### config.mk
export PLATFORM = sky130hd
export DESIGN_NAME = alu_sequencer
export DESIGN_NICKNAME = d
export VERILOG_FILES = /design/src/rtl/alu_sequencer.sv
export SDC_FILE = /design/constraint.sdc
export NUM_CORES = 1
export LEC_CHECK = 0
export CORE_MARGIN = 2
export CORE_UTILIZATION = 36
export DETAILED_ROUTE_END_ITERATION = 7
export PLACE_DENSITY = 0.87
export SLEW_MARGIN = 20
export SYNTH_ARGS = -nofsm -noshare
export SYNTH_HDL_FRONTEND = slang
export SYNTH_SLANG_ARGS = --single-unit
export TNS_END_PERCENT = 5
### constraint.sdc
create_clock -name clk -period 1.15 [get_ports clk]
set_input_delay 0.345 -clock clk [delete_from_list [all_inputs] [get_ports clk]]
set_output_delay 0.345 -clock clk [all_outputs]
set_load 0.03 [all_outputs]
### src/rtl/alu_sequencer.sv
`default_nettype none
// ============================================================================
// Module   : alu_sequencer
// Purpose  : Multi-cycle controller that owns the accumulator (AC) and the
//            Z flag and sequences an external combinational ALU. Accepts one
//            command over a valid/ready handshake, holds the opcode and bus
//            operand steady for the whole command, writes the ALU result back
//            into AC once per iteration and repeats cmd_count+1 times.
// Revision : 1.0 - initial release
// ----------------------------------------------------------------------------
// Parameters
//   reg_width  datapath width of AC, bus operand and ALU result (default 12)
//   cnt_width  width of the repeat-count field (default 4)
// Ports
//   clk         in   system clock, rising edge
//   reset       in   synchronous active-high reset
//   cmd_valid   in   command present
//   cmd_ready   out  block can accept a command (high only in IDLE)
//   cmd_op      in   3-bit ALU opcode (000 and 111 illegal)
//   cmd_data    in   operand driven on alu_bus for the whole command
//   cmd_count   in   extra repetitions (op runs cmd_count+1 times)
//   alu_op      out  ALU operation code (000 when not executing)
//   alu_bus     out  ALU bus operand
//   alu_ac      out  ALU accumulator input (same as ac_out)
//   alu_result  in   ALU result
//   ac_out      out  current accumulator value
//   z_flag      out  AC == 0 after the most recent AC write
//   done        out  one-cycle pulse at command completion
//   err         out  qualified by done; illegal opcode, AC untouched
//   busy        out  high while executing or completing a command
// Configuration
//   ALU_SEQ_ZSTOP_EN  when defined, an Add or Sub whose result is zero ends
//                     the command early (remaining iterations dropped).
// ============================================================================
module alu_sequencer #(
  parameter int reg_width = 12,
  parameter int cnt_width = 4
) (
  input  logic                 clk,
  input  logic                 reset,
  input  logic                 cmd_valid,
  output logic                 cmd_ready,
  input  logic [2:0]           cmd_op,
  input  logic [reg_width-1:0] cmd_data,
  input  logic [cnt_width-1:0] cmd_count,
  output logic [2:0]           alu_op,
  output logic [reg_width-1:0] alu_bus,
  output logic [reg_width-1:0] alu_ac,
  input  logic [reg_width-1:0] alu_result,
  output logic [reg_width-1:0] ac_out,
  output logic                 z_flag,
  output logic                 done,
  output logic                 err,
  output logic                 busy
);

  localparam logic [2:0] OP_NONE = 3'b000;
  localparam logic [2:0] OP_ADD  = 3'b010;
  localparam logic [2:0] OP_SUB  = 3'b011;
  localparam logic [2:0] OP_BAD  = 3'b111;

  typedef enum logic [1:0] {
    S_IDLE = 2'd0,
    S_EXEC = 2'd1,
    S_DONE = 2'd2
  } state_t;

  state_t               state;
  logic [reg_width-1:0] ac;
  logic [cnt_width-1:0] iter_cnt;
  logic                 op_legal;
  logic                 zero_stop;
  logic                 last_iter;

  assign ac_out = ac;
  assign alu_ac = ac;

  assign op_legal = (cmd_op != OP_NONE) && (cmd_op != OP_BAD);

  // alu_op holds the latched opcode while executing, so the early-exit test
  // looks at the command's own op rather than the (ignored) cmd_op input.
`ifdef ALU_SEQ_ZSTOP_EN
  assign zero_stop = (alu_result == '0) && ((alu_op == OP_ADD) || (alu_op == OP_SUB));
`else
  assign zero_stop = 1'b0;
`endif

  assign last_iter = (iter_cnt == '0) || zero_stop;

  // Single sequential process: state, datapath registers and all outputs
  // are registered here so nothing on cmd_* reaches an output combinationally.
  always_ff @(posedge clk) begin
    if (reset) begin
      state     <= S_IDLE;
      ac        <= '0;
      z_flag    <= 1'b1;
      iter_cnt  <= '0;
      alu_op    <= OP_NONE;
      alu_bus   <= '0;
      cmd_ready <= 1'b1;
      done      <= 1'b0;
      err       <= 1'b0;
      busy      <= 1'b0;
    end else begin
      case (state)
        S_IDLE: begin
          done <= 1'b0;
          err  <= 1'b0;
          if (cmd_valid && cmd_ready) begin
            alu_bus   <= cmd_data;
            iter_cnt  <= cmd_count;
            cmd_ready <= 1'b0;
            busy      <= 1'b1;
            if (op_legal) begin
              alu_op <= cmd_op;
              state  <= S_EXEC;
            end else begin
              // Illegal opcode skips execution entirely; AC and Z untouched.
              alu_op <= OP_NONE;
              done   <= 1'b1;
              err    <= 1'b1;
              state  <= S_DONE;
            end
          end
        end

        S_EXEC: begin
          ac       <= alu_result;
          z_flag   <= (alu_result == '0);
          iter_cnt <= iter_cnt - cnt_width'(1);
          if (last_iter) begin
            alu_op <= OP_NONE;
            done   <= 1'b1;
            err    <= 1'b0;
            state  <= S_DONE;
          end
        end

        S_DONE: begin
          done      <= 1'b0;
          err       <= 1'b0;
          busy      <= 1'b0;
          cmd_ready <= 1'b1;
          state     <= S_IDLE;
        end

        default: begin
          alu_op    <= OP_NONE;
          done      <= 1'b0;
          err       <= 1'b0;
          busy      <= 1'b0;
          cmd_ready <= 1'b1;
          state     <= S_IDLE;
        end
      endcase
    end
  end

endmodule
`default_nettype wire
* Word-level counts from Yosys, hierarchy flattened *
Index checks and enable logic that the tools add are counted.
W data, S select, Z words.

word-level totals
  flip-flop bits (word level) = 38
  input bits = 34
  word-level logic and storage cells = 50

cells by class
  add/sub/neg operators = 1
  eq/ne operators = 5
  muxes and demuxes = 20
  bitwise operators = 2
  reductions and logical operators = 12

operators with widths
  operator               count
  $logic_not A12 Y1      1
  $mux W3                3
  $pmux W3 S3            1
  $pmux W1 S2            4
  $pmux W4 S2            1
  $reduce_and A2 Y1      4
  $mux W1                6
  $mux W2                3
  $logic_not A4 Y1       1
  $mux W4                1
  $ne A2 B2 Y1 const B   2
  $pmux W2 S2            1
  $sub A4 B1 Y4 const B  1
  $ne A3 B3 Y1 const B   1
  $reduce_and A3 Y1      1
  $reduce_bool A3 Y1     1
  $eq A2 B1 Y1 const B   1
  $eq A2 B2 Y1 const B   1
  $logic_and A1 B1 Y1    2
  $logic_not A2 Y1       1
  $not A1 Y1             2
  $reduce_bool A2 Y1     1

* Logic depth before layout (Yosys ltp) *
  word-level depth = 5
  mapped depth = 5
  gate-level depth less buffers = 5

* Worst setup path before layout *
No wires, ideal clock.

  kind = flip-flop to flip-flop
  from = register cmd_ready
  to = register state[0]
  arrival = 1.281 ns
  slack = -0.198 ns
  cell stages (with the launch flop) = 4
  buffers on the path = 0
  cell sequence = dfxtp_1 nand4bb_4 or3_1 a21oi_2

between the ends
  cells in the longest elaborated chain, start to end = 3

ends and longest elaborated chain
  item                         line  source
  from (decl)                  42    output logic cmd_ready,
  from (signal assigned)       100   cmd_ready <= 1'b1;
  from (signal assigned)       112   cmd_ready <= 1'b0;
  from (signal assigned)       143   cmd_ready <= 1'b1;
  $logic_and A1 B1 Y1          109   if (cmd_valid && cmd_ready) begin
  $ne A2 B2 Y1 (no line)       --
  $reduce_and A2 Y1 (no line)  --
  to (signal assigned)         116   state <= S_EXEC;
  to (signal assigned)         122   state <= S_DONE;
  to (signal assigned)         135   state <= S_DONE;
  to (decl)                    68    state_t state;

Every way passes these cells.
A chain may end at the register's enable or synchronous reset.

* Worst setup path after layout *
  from = register iter_cnt[1]
  to = register alu_op[1]

between the ends
  cells in the longest elaborated chain, start to end = 3

ends and longest elaborated chain
  item                         line  source
  from (decl)                  70    logic [cnt_width-1:0] iter_cnt;
  from (signal assigned)       111   iter_cnt <= cmd_count;
  from (signal assigned)       130   iter_cnt <= iter_cnt - cnt_width'(1);
  $logic_not A4 Y1             88    assign last_iter = (iter_cnt == '0) || zero_stop;
  $ne A2 B2 Y1 (no line)       --
  $reduce_and A3 Y1 (no line)  --
  to (signal assigned)         115   alu_op <= cmd_op;
  to (decl)                    46    output logic [2:0] alu_op,

Every way passes these cells.

==> metrics.txt <==
failing checks negative setup slack; Detailed Route WL 4310 um; vias in the first global route 1604; die area 0.00511 sq mm; Fmax 807 MHz; slew margin rel. 0.820; fin nets 319; Sink Count 38; internal power 2.90 mW; Setup CP Type flip-flop to flip-flop; Synth Area per Inst 8.15 sq um; GRT Util Overall 0.165; CP max FO 5; core area 0.00438 sq mm; Async S/R FF share, synth 0; GR Overflow Total 0; Design Power 4.12 mW; final period utilization 1.08; met1 usage in global routing 0.192; largest net degree at the start of global routing 20; leading cell type in the layout, fill and taps excluded nand2_1; total CTS buffers 5; register share of total power 0.381; Leak Pwr 1.11 nW; Post-Syn Area 0.00164 sq mm; Final GP Congestion 0.765; drt drc 0; simple logic cell fraction of the synthesized area 0.278; RSZ-0062 raised after global routing true; first-pass GRT wire length 6840 um; status finished, violations left; clock slew seen by the registers of the worst setup and hold paths 80 ps; IO Port Bufs 77; setup bufs post-CTS 0; post-detail-place hpwl 3200 um; largest family of logic cells by synthesized area simple AND/OR/NAND/NOR gates; via count 1657; worst-margin pin slew 268 ps; fin cells 337; post-synthesis sequential area ratio 0.464; Yosys warnings 0; starting density of the core 0.374; Post-Syn Nets 236; share of cells above drive strength 1 0.393; Clk pwr share 0.315; dpl cells 329; Main synth FF type dfxtp_1; Critical Path RT 1320 ps; Power Dens Cells 1510 mW/mm^2; most frequent cells in the layout nand2_1, buf_4, clkdlybuf4s50_1, a21oi_1, buf_6; area leader, netlist dfxtp_1; Critical Path Start Type flip-flop; standard-cell rows 24; initial drt markers 61; Comb pwr share 0.305; Clk Latency, worst-skew pair 280 ps; met3 Use GR 0.0394; Diodes inserted 0; GRT busiest layer met2; clk_skew 4.52 ps; fin. max-slew vios 0; EDFF count, synth 0; H-tree depth 2; Synth area leaders dfxtp_1, nand2_1, a21oi_1; Gate Count Post-Synth 201; TritonRoute pass-1 iters 4; P_sw 1.23 mW; Die H 71.5 um; Synth Area in Adders 0.00763; die width 71.5 um; mux share of post-synthesis cell area 0; setup ws final -88.9 ps; wire per inst 12.8 um; CTS tree done; I/O pin total 78; CTS Hold Bufs 0; Vias/cell 4.92; Worst setup EP type flip-flop; Final setup viols 9; Switching Share 0.297; synth unique cells 33; Synth Area in Compound Gates 0.151; Clock Root Buffer clkbuf_8; Syn-to-layout area delta 66.1%; top cell type's share of synthesized area 0.464; fin crit period 1240 ps; # fillers 378; grt met2 use 0.297; initial antenna violation count 0; endpoints failing hold 0; DRT antenna net count 0; maximum root-to-sink buffer count 2; Synth Area in XOR/XNOR 0; Hold Path Class flip-flop to flip-flop; post-synthesis register bit count 38; max capacitance violation total 0; WP data arrival 1410 ps; Worst VDD drop 0.000909 V
final timing paths:
path,slack [ps],startpoint,cells after the start,end
min reg2reg,460,alu_bus[1],2,alu_bus[1]
max reg2reg,-90,iter_cnt[1],5,alu_op[1]
max,-90,iter_cnt[1],5,alu_op[1]
min,460,alu_bus[1],2,alu_bus[1]
cells by family after synthesis:
| family | count (synthesis) |
|---|---|
| buf+inv | 26 |
| compound gates | 45 |
| simple gates | 91 |
| fa+ha+maj | 1 |
| flops | 38 |
cells in the mapped netlist, types with 2 or more instances:
master and instances:
nand3_1 12, or3_1 3, buf_4 14, buf_2 4, nand2_1 56, dfxtp_1 38
o21ai_1 3, inv_1 3, nor4_1 3, a31oi_1 6, nand3b_1 4, clkbuf_1 4
a21oi_1 30, nand2b_1 2
worst max-delay path, cell delays in order, from the launching register on:
cell and delay (ps):
dfxtp_2 340, inv_2 60, ha_4 140, or3b_4 430, nand3_2 90, a31oi_1 70
layer usage:
layer / up-vias / part of all wire
met1: 760 / 0.41
met2: 55 / 0.51
met5: - / 0
met3: 8 / 0.067
li1: 834 / -
met4: 0 / 0.014
per-stage QoR:
stage / utilization / hold slack, ps / setup WS [ps] / setup TNS [ps] / area (sq um)
floorplan: - / 459 / -19.8 / -99.6 / 1680
global placement: 0.555 / 441 / -581 / -14080 / 2430
detailed placement: 0.555 / 444 / -639 / -14880 / 2430
CTS: 0.591 / 456 / -94.4 / -903 / 2590
global route: 0.621 / 491 / -132 / -1690 / 2720
finish: 0.621 / 463 / -88.9 / -458 / 2720
power by group through the flow:
stage,sequential (mW),clock (mW),combinational (mW)
finish,1.57,1.30,1.26
global route,1.59,1.39,1.35
CTS,1.55,1.33,1.20
detailed placement,1.57,0,1.19
global placement,1.57,0,1.16
floorplan,1.75,0,0.537
layout make-up:
cell class                      instances  area, sq um  share of cell area
Tap cell                               52         65.1              0.0239
Inverter                                3         11.3             0.00414
Timing Repair Buffer                   99          943               0.347
Sequential cell                        38          793               0.291
Clock buffer                            7          108              0.0395
Multi-Input combinational cell        137          772               0.284
Clock inverter                          1         30.0              0.0110
timing repair:
item,in CTS,in global routing
setup endpoints to repair,61,76
pin swaps,4,2
resized for setup,12,45
hold endpoints to repair,0,0
flip-flops by register name, indices dropped and copies added, names as in the netlist:
register	cells
ac_out	12
alu_bus	12
alu_op	3
busy	1
cmd_ready	1
done	1
err	1
iter_cnt	4
state	2
z_flag	1
(Power assumes the default switching activity.)
